**src/rtl/z80_io_pkg.sv**
```systemverilog
// Shared definitions for the Z80 I/O-space responder: register offsets,
// STATUS bit positions and the wait-state FSM encoding.
package z80_io_pkg;

    localparam logic [1:0] REG_DATA   = 2'd0;
    localparam logic [1:0] REG_STATUS = 2'd1;
    localparam logic [1:0] REG_VECTOR = 2'd2;

    localparam int unsigned ST_RX_FULL     = 0;
    localparam int unsigned ST_TX_NOT_FULL = 1;
    localparam int unsigned ST_TX_EMPTY    = 2;
    localparam int unsigned ST_OVF         = 3;
    localparam int unsigned ST_INT_EN      = 4;

    typedef enum logic [1:0] {
        W_IDLE = 2'd0,
        W_WAIT = 2'd1,
        W_HOLD = 2'd2
    } wait_state_t;

    // Assemble the STATUS read value; bits [7:5] read as zero.
    function automatic logic [7:0] status_byte(
        input logic rx_full,
        input logic tx_not_full,
        input logic tx_empty,
        input logic ovf,
        input logic int_en
    );
        logic [7:0] s;
        s = 8'h00;
        s[ST_RX_FULL]     = rx_full;
        s[ST_TX_NOT_FULL] = tx_not_full;
        s[ST_TX_EMPTY]    = tx_empty;
        s[ST_OVF]         = ovf;
        s[ST_INT_EN]      = int_en;
        return s;
    endfunction

endpackage

```
**src/rtl/sync_fifo.sv**
```systemverilog
// Single-clock FIFO; pointers carry one extra wrap bit so full and empty
// are told apart without a separate count.
module sync_fifo #(
    parameter int unsigned WIDTH = 8,
    parameter int unsigned DEPTH = 4
) (
    input  logic             clk,
    input  logic             reset,
    input  logic             push,
    input  logic [WIDTH-1:0] din,
    input  logic             pop,
    output logic [WIDTH-1:0] dout,
    output logic             full,
    output logic             empty
);

    localparam int unsigned AW = $clog2(DEPTH);
    localparam int unsigned PW = AW + 1;

    logic [WIDTH-1:0] mem [DEPTH];
    logic [PW-1:0]    wptr;
    logic [PW-1:0]    rptr;
    logic             do_push;
    logic             do_pop;

    assign empty   = (wptr == rptr);
    assign full    = (wptr[AW] != rptr[AW]) && (wptr[AW-1:0] == rptr[AW-1:0]);
    assign do_push = push && !full;
    assign do_pop  = pop && !empty;
    assign dout    = mem[rptr[AW-1:0]];

    // Pointer update; a push into a full FIFO is discarded here.
    always_ff @(posedge clk) begin
        if (reset) begin
            wptr <= '0;
            rptr <= '0;
        end else begin
            if (do_push) wptr <= wptr + PW'(1);
            if (do_pop)  rptr <= rptr + PW'(1);
        end
    end

    // Storage write; contents need no reset since empty gates the output.
    always_ff @(posedge clk) begin
        if (do_push) mem[wptr[AW-1:0]] <= din;
    end

endmodule

```
**src/rtl/z80_io_responder.sv**
```systemverilog
// Z80 I/O-space peripheral: console DATA/STATUS/VECTOR registers at BASE,
// programmable wait states and mode-2 interrupt-acknowledge vector.
module z80_io_responder
    import z80_io_pkg::*;
#(
    parameter logic [7:0]  BASE        = 8'h10,
    parameter int unsigned TX_DEPTH    = 4,
    parameter int unsigned WAIT_CYCLES = 1
) (
    input  logic        eclk,
    input  logic        ereset,
    input  logic        clk,
    input  logic [15:0] ab,
    input  logic [7:0]  db_o,
    output logic [7:0]  db_i,
    output logic        db_oe,
    input  logic        _iorq,
    input  logic        _rd,
    input  logic        _wr,
    input  logic        _m1,
    output logic        _wait,
    output logic        _int,
    output logic [7:0]  tx_data,
    output logic        tx_valid,
    input  logic        tx_ready,
    input  logic [7:0]  rx_data,
    input  logic        rx_valid,
    output logic        rx_ready
);

    localparam int unsigned CW = $clog2(WAIT_CYCLES + 2);

    // Registered bus samples and previous Z80 clock level.
    logic       clk_q, clk_p, iorq_q, rd_q, wr_q, m1_q;
    logic [7:0] ab_q, dbo_q;

    // Access tracking.
    logic       armed, acc_active, acc_rd;
    logic [1:0] acc_off;

    // Architectural registers.
    logic [7:0] rx_hold, vector;
    logic       rx_full, ovf, int_en;

    // Wait FSM.
    wait_state_t   wstate;
    logic [CW-1:0] wcnt;

    // TX FIFO status.
    logic tx_full, tx_empty;

    logic [7:0] off_c;
    logic       in_range_c, dec_c, inta_c, end_c, wr_cap_c, pop_rx_c;
    logic       clk_rise_c, rx_xfer_c, rx_full_next_c, tx_push_c;
    logic [7:0] rd_val_c;
    logic       unused_ab;

    // The upper address byte is not part of the port decode.
    assign unused_ab = ^ab[15:8];

    assign off_c      = ab_q - BASE;
    assign in_range_c = off_c < 8'd3;
    assign dec_c      = armed && !iorq_q && m1_q && (!rd_q || !wr_q) && in_range_c;
    assign inta_c     = armed && !iorq_q && !m1_q;
    assign end_c      = acc_active && (iorq_q || (acc_rd ? rd_q : wr_q));
    assign wr_cap_c   = end_c && !acc_rd && wr_q;
    assign pop_rx_c   = end_c && acc_rd && (acc_off == REG_DATA);
    assign clk_rise_c = clk_q && !clk_p;
    assign rx_xfer_c  = rx_valid && rx_ready;
    assign tx_push_c  = wr_cap_c && (acc_off == REG_DATA);

    assign rx_full_next_c = rx_xfer_c ? 1'b1 : (pop_rx_c ? 1'b0 : rx_full);

    // Read value selected at decode time.
    always_comb begin
        rd_val_c = 8'h00;
        case (off_c[1:0])
            REG_DATA:   rd_val_c = rx_hold;
            REG_STATUS: rd_val_c = status_byte(rx_full, !tx_full, tx_empty, ovf, int_en);
            REG_VECTOR: rd_val_c = vector;
            default:    rd_val_c = 8'h00;
        endcase
    end

    // Pin sampling; left unreset so a cycle in flight across reset stays visible.
    always_ff @(posedge eclk) begin
        clk_q  <= clk;
        clk_p  <= clk_q;
        iorq_q <= _iorq;
        rd_q   <= _rd;
        wr_q   <= _wr;
        m1_q   <= _m1;
        ab_q   <= ab[7:0];
        dbo_q  <= db_o;
    end

    // One decode per _iorq-low period; re-arm only once _iorq is seen high.
    always_ff @(posedge eclk) begin
        if (ereset) begin
            armed      <= 1'b0;
            acc_active <= 1'b0;
            acc_rd     <= 1'b0;
            acc_off    <= REG_DATA;
        end else if (dec_c) begin
            armed      <= 1'b0;
            acc_active <= 1'b1;
            acc_rd     <= !rd_q;
            acc_off    <= off_c[1:0];
        end else begin
            if (iorq_q) armed      <= 1'b1;
            if (end_c)  acc_active <= 1'b0;
        end
    end

    // Data bus drive for decoded reads and interrupt acknowledge.
    always_ff @(posedge eclk) begin
        if (ereset) begin
            db_i  <= 8'h00;
            db_oe <= 1'b0;
        end else if (inta_c) begin
            db_i  <= vector;
            db_oe <= 1'b1;
        end else if (dec_c && !rd_q) begin
            db_i  <= rd_val_c;
            db_oe <= 1'b1;
        end else if (db_oe && (iorq_q || rd_q)) begin
            db_i  <= 8'h00;
            db_oe <= 1'b0;
        end
    end

    // Register file, RX holding register and interrupt output.
    always_ff @(posedge eclk) begin
        if (ereset) begin
            rx_hold  <= 8'h00;
            rx_full  <= 1'b0;
            rx_ready <= 1'b1;
            ovf      <= 1'b0;
            int_en   <= 1'b0;
            vector   <= 8'h00;
            _int     <= 1'b1;
        end else begin
            if (rx_xfer_c) rx_hold <= rx_data;
            rx_full  <= rx_full_next_c;
            rx_ready <= !rx_full_next_c;
            _int     <= !(int_en && rx_full);
            if (tx_push_c && tx_full) ovf <= 1'b1;
            if (wr_cap_c && (acc_off == REG_STATUS)) begin
                int_en <= dbo_q[ST_INT_EN];
                if (dbo_q[ST_OVF]) ovf <= 1'b0;
            end
            if (wr_cap_c && (acc_off == REG_VECTOR)) vector <= dbo_q;
        end
    end

    // Wait-state FSM counting registered Z80 clock rises.
    always_ff @(posedge eclk) begin
        if (ereset) begin
            wstate <= W_IDLE;
            wcnt   <= '0;
            _wait  <= 1'b1;
        end else begin
            case (wstate)
                W_IDLE: begin
                    if (dec_c && (WAIT_CYCLES != 0)) begin
                        wstate <= W_WAIT;
                        wcnt   <= CW'(WAIT_CYCLES);
                        _wait  <= 1'b0;
                    end
                end
                W_WAIT: begin
                    if (iorq_q) begin
                        wstate <= W_IDLE;
                        _wait  <= 1'b1;
                    end else if (clk_rise_c) begin
                        wcnt <= wcnt - CW'(1);
                        if (wcnt == CW'(1)) begin
                            wstate <= W_HOLD;
                            _wait  <= 1'b1;
                        end
                    end
                end
                W_HOLD: begin
                    if (iorq_q) wstate <= W_IDLE;
                end
                default: begin
                    wstate <= W_IDLE;
                    _wait  <= 1'b1;
                end
            endcase
        end
    end

    sync_fifo #(
        .WIDTH (8),
        .DEPTH (TX_DEPTH)
    ) u_tx_fifo (
        .clk   (eclk),
        .reset (ereset),
        .push  (tx_push_c),
        .din   (dbo_q),
        .pop   (tx_ready),
        .dout  (tx_data),
        .full  (tx_full),
        .empty (tx_empty)
    );

    assign tx_valid = !tx_empty;

endmodule

```
**config.mk**
```make
export PLATFORM = sky130hd
export DESIGN_NAME = z80_io_responder
export DESIGN_NICKNAME = d
export VERILOG_FILES = /design/src/rtl/z80_io_pkg.sv /design/src/rtl/sync_fifo.sv /design/src/rtl/z80_io_responder.sv
export SDC_FILE = /design/constraint.sdc
export NUM_CORES = 1
export LEC_CHECK = 0
export CAP_MARGIN = 10
export CORE_MARGIN = 2
export CORE_UTILIZATION = 53
export DETAILED_ROUTE_END_ITERATION = 16
export PLACE_DENSITY = 0.79
export SYNTH_ARGS = -nofsm -noshare
export SYNTH_HDL_FRONTEND = slang
export SYNTH_SLANG_ARGS = --single-unit
```
**constraint.sdc**
```tcl
create_clock -name eclk -period 2.2 [get_ports eclk]
set_input_delay 0.44 -clock eclk [delete_from_list [all_inputs] [get_ports eclk]]
set_output_delay 0.44 -clock eclk [all_outputs]
set_load 0.01 [all_outputs]
```
==> summary.txt <==
STA
  – Slew Limit Fails: 0
  – Tcrit/Tclk final: 0.949
  – Slew Limit Headroom: 0.571
  – Worst setup margin: 0.113 ns
  – Final setup viols: 0
  – Fin. Hold Viols: 0
  – Clock skew: 0.0119 ns
  – Worst Tran Pin Value: 0.642 ns
  – Worst hold slack: 0.353 ns
  – Setup_tns: 0 ns
  – RSZ-0062 raised after global routing: false
  – Fin crit period: 2.09 ns
  – Fmax: 479 MHz

Die
  – # rows: 31
  – Total core area: 7180 µm²
  – Initial Utilization: 0.539
  – Top Ports: 62
  – Total die area: 7990 µm²
  – Die W: 89.4 µm
  – Die Ht: 89.4 µm

Detailed routing
  – Average wire per standard cell: 14.8 µm
  – Initial drt markers: 96
  – # DRC: 0
  – Post-route ant nets: 0
  – Via-to-Cell Ratio: 5.32
  – Vias after detailed routing: 2,523
  – Aggregate routed wire length: 7010 µm
  – Initial DRT Pass Iterations: 4

Critical path
  – Worst path max stage delay: 0.50 ns
  – Worst setup EP type: output port
  – Critical path launch point type: register
  – Setup CP Type: reg2out
  – Crit path max-delay cell type: mux4_2
  – CP max FO: 8
  – Crit path cell chain: buf_6 -> mux4_2 -> dlygate4sd2_1
  – Critical Path AT: 1.65 ns
  – Worst EP required: 1.76 ns

Logic synthesis
  – Distinct cell type count after synthesis: 47
  – Syn nets: 362
  – Top-count cell post-synth: dfxtp_1
  – Register area share after synthesis: 0.611
  – Syn Inst Count: 315
  – Area share of the largest cell type after synthesis: 0.362
  – Synth Register Bits: 102
  – Synthesized area: 3870 µm²
  – Asr flop ratio synth: 0
  – Post-synth EDFFs: 32
  – Prevailing post-synth register cell: dfxtp_1
  – Synth area leaders: dfxtp_1 36%, edfxtp_1 25%, mux2i_1 5.4%
  – Synth top cells by count: 70 x dfxtp_1, 32 x edfxtp_1, 27 x nor2_1, 23 x nand2_1, 21 x mux2i_1
  – Dominant cell type by area after synthesis: dfxtp_1
  – Yosys warnings: 0
  – Syn Area/Cell: 12.3 µm²

Power and ir drop
  – Pwr dens: 730 nW/µm²
  – Max IR drop VDD: 0.379 mV
  – Leak: 1.68 nW

Clock tree
  – Clk slew on worst S/H paths: 0.10 ns
  – CTS tree: built
  – Clock Latency Late Sink: 0.36 ns
  – H-tree lvl count: 3
  – Root buffer cell: clkbuf_8
  – Hold_buf cts: 0
  – Maximum root-to-sink buffer count: 2
  – Clk sinks: 102
  – CTS buffer count: 9

Global route
  – Largest net degree at the start of global routing: 22
  – Antenna violations before repair: 0
  – GRT Residual Overflow: 0
  – Tot GR Track Use: 0.193
  – Met3 Use GR: 0.0397
  – Met2 Use GR: 0.327
  – GRT busiest layer: met2
  – First-pass GRT wire length: 11,600 µm
  – Vias in the first global route: 2,497
  – Grt met1 use: 0.240

Final layout
  – Antenna Diode Count: 0
  – # fillers: 542
  – Layout cells sized above 1: 0.107
  – Area delta synth->final: 21.9%
  – Design area: 4710 µm²
  – # nets final: 417
  – Final Non-Filler Cells: 474

Place
  – Placer Congestion: 0.856
  – Pre-CTS setup slack: 0.251 ns
  – DP HPWL: 5010 µm
  – IO buf count: 53
  – DP Area: 4500 µm²
  – # placed instances: 458

Job
  – Max-cap viol count: 0

Worst hold path
  – Worst min path class: reg2reg

Run status
  – Status: finished, final reports clean
-- flip-flops by register name (all words and copies together) (netlist names), 2 cells and up, named ones only --
name,cells
u_tx_fifo.wptr,3
wcnt,2
u_tx_fifo.mem,32
db_i,8
ab_q,8
acc_off,2
vector,8
rx_hold,8
wstate,2
dbo_q,8
u_tx_fifo.rptr,3
-- critical path: cells and delay by family, from the launching register on --
| family | cells | cell delay [ns] |
|---|---|---|
| buf+inv | 2 | 0.45 |
| mux | 1 | 0.50 |
| flops | 1 | 0.34 |
-- layout make-up --
| class | instances | area [µm²] | area share |
|---|---|---|---|
| sequential | 102 | 2360 | 0.501 |
| multi-input combinational | 193 | 1430 | 0.303 |
| timing repair buffer | 58 | 561 | 0.119 |
| clock buffer | 9 | 124 | 0.0263 |
| tap | 99 | 124 | 0.0263 |
| clock inverter | 7 | 93.8 | 0.0199 |
| inverter | 6 | 22.5 | 0.00478 |
-- worst paths after layout --
check | slack [ns] | to | cells past startpoint | startpoint
worst max-delay path | 0.11 | tx_data[1] | 3 | register
worst min-delay path | 0.35 | clk_p$_DFF_P_ | 0 | clk_q$_DFF_P_
worst max register to register | 0.36 | u_tx_fifo.mem[3][5]$_DFFE_PP_ | 3 | u_tx_fifo.rptr[0]$_SDFFE_PP0P_
worst min register to register | 0.35 | clk_p$_DFF_P_ | 0 | clk_q$_DFF_P_
-- stage by stage --
step,util,total power (W)
5_1_grt,0.657,0.00355
6_report,0.657,0.00344
3_3_place_gp,0.627,0.00221
3_5_place_dp,0.627,0.00221
4_1_cts,0.657,0.00346
2_1_floorplan,-,0.00211
-- metal layers --
layer | up-vias | routed length, µm | share of wire
met2 | 81 | 3290 | 0.47
met5 | - | 0 | 0
met1 | 1169 | 3200 | 0.46
li1 | 1262 | - | -
met3 | 11 | 392 | 0.056
met4 | 0 | 136 | 0.019
-- report_power, final --
group	switching, W	internal [W]	total, W
Clock	0.000629	0.000643	0.00127
Sequential	0.0000445	0.00198	0.00202
Combinational	0.0000590	0.0000910	0.000150
-- cells in the final DEF, fill, tap and decap left out, types with 5 or more instances in the layout --
cell	count
ha_1	6
clkbuf_8	9
a31oi_1	6
nor2b_1	5
o21ai_0	5
mux2i_1	21
mux4_2	8
nor2_1	27
dfxtp_1	69
dlygate4sd2_1	9
nand2_1	23
o31ai_1	6
inv_1	6
edfxtp_1	32
nand3_1	14
clkdlybuf4s50_1	44
a21oi_1	16
-- repair_timing --
item                       in CTS  in global routing
gates resized for setup        12                  0
setup endpoints to repair       9                  0
setup buffers                   0                  0
-- kinds of logic (layout without fill, tap and decap cells) --
| kind of cell | after synthesis | count (layout) | synth area share |
|---|---|---|---|
| multiplexers | 29 | 29 | 0.101 |
| flip-flops | 102 | 102 | 0.611 |
| adder cells (fa/ha/maj) | 6 | 6 | 0.0194 |
| AO/OA/AOI/OAI | 52 | 52 | 0.0939 |
| AND/OR/NAND/NOR | 97 | 97 | 0.130 |
| XOR/XNOR | 9 | 9 | 0.0223 |
| buffers and inverters | 20 | 80 | 0.0220 |
Note: power is estimated with default switching activity, not from simulation.
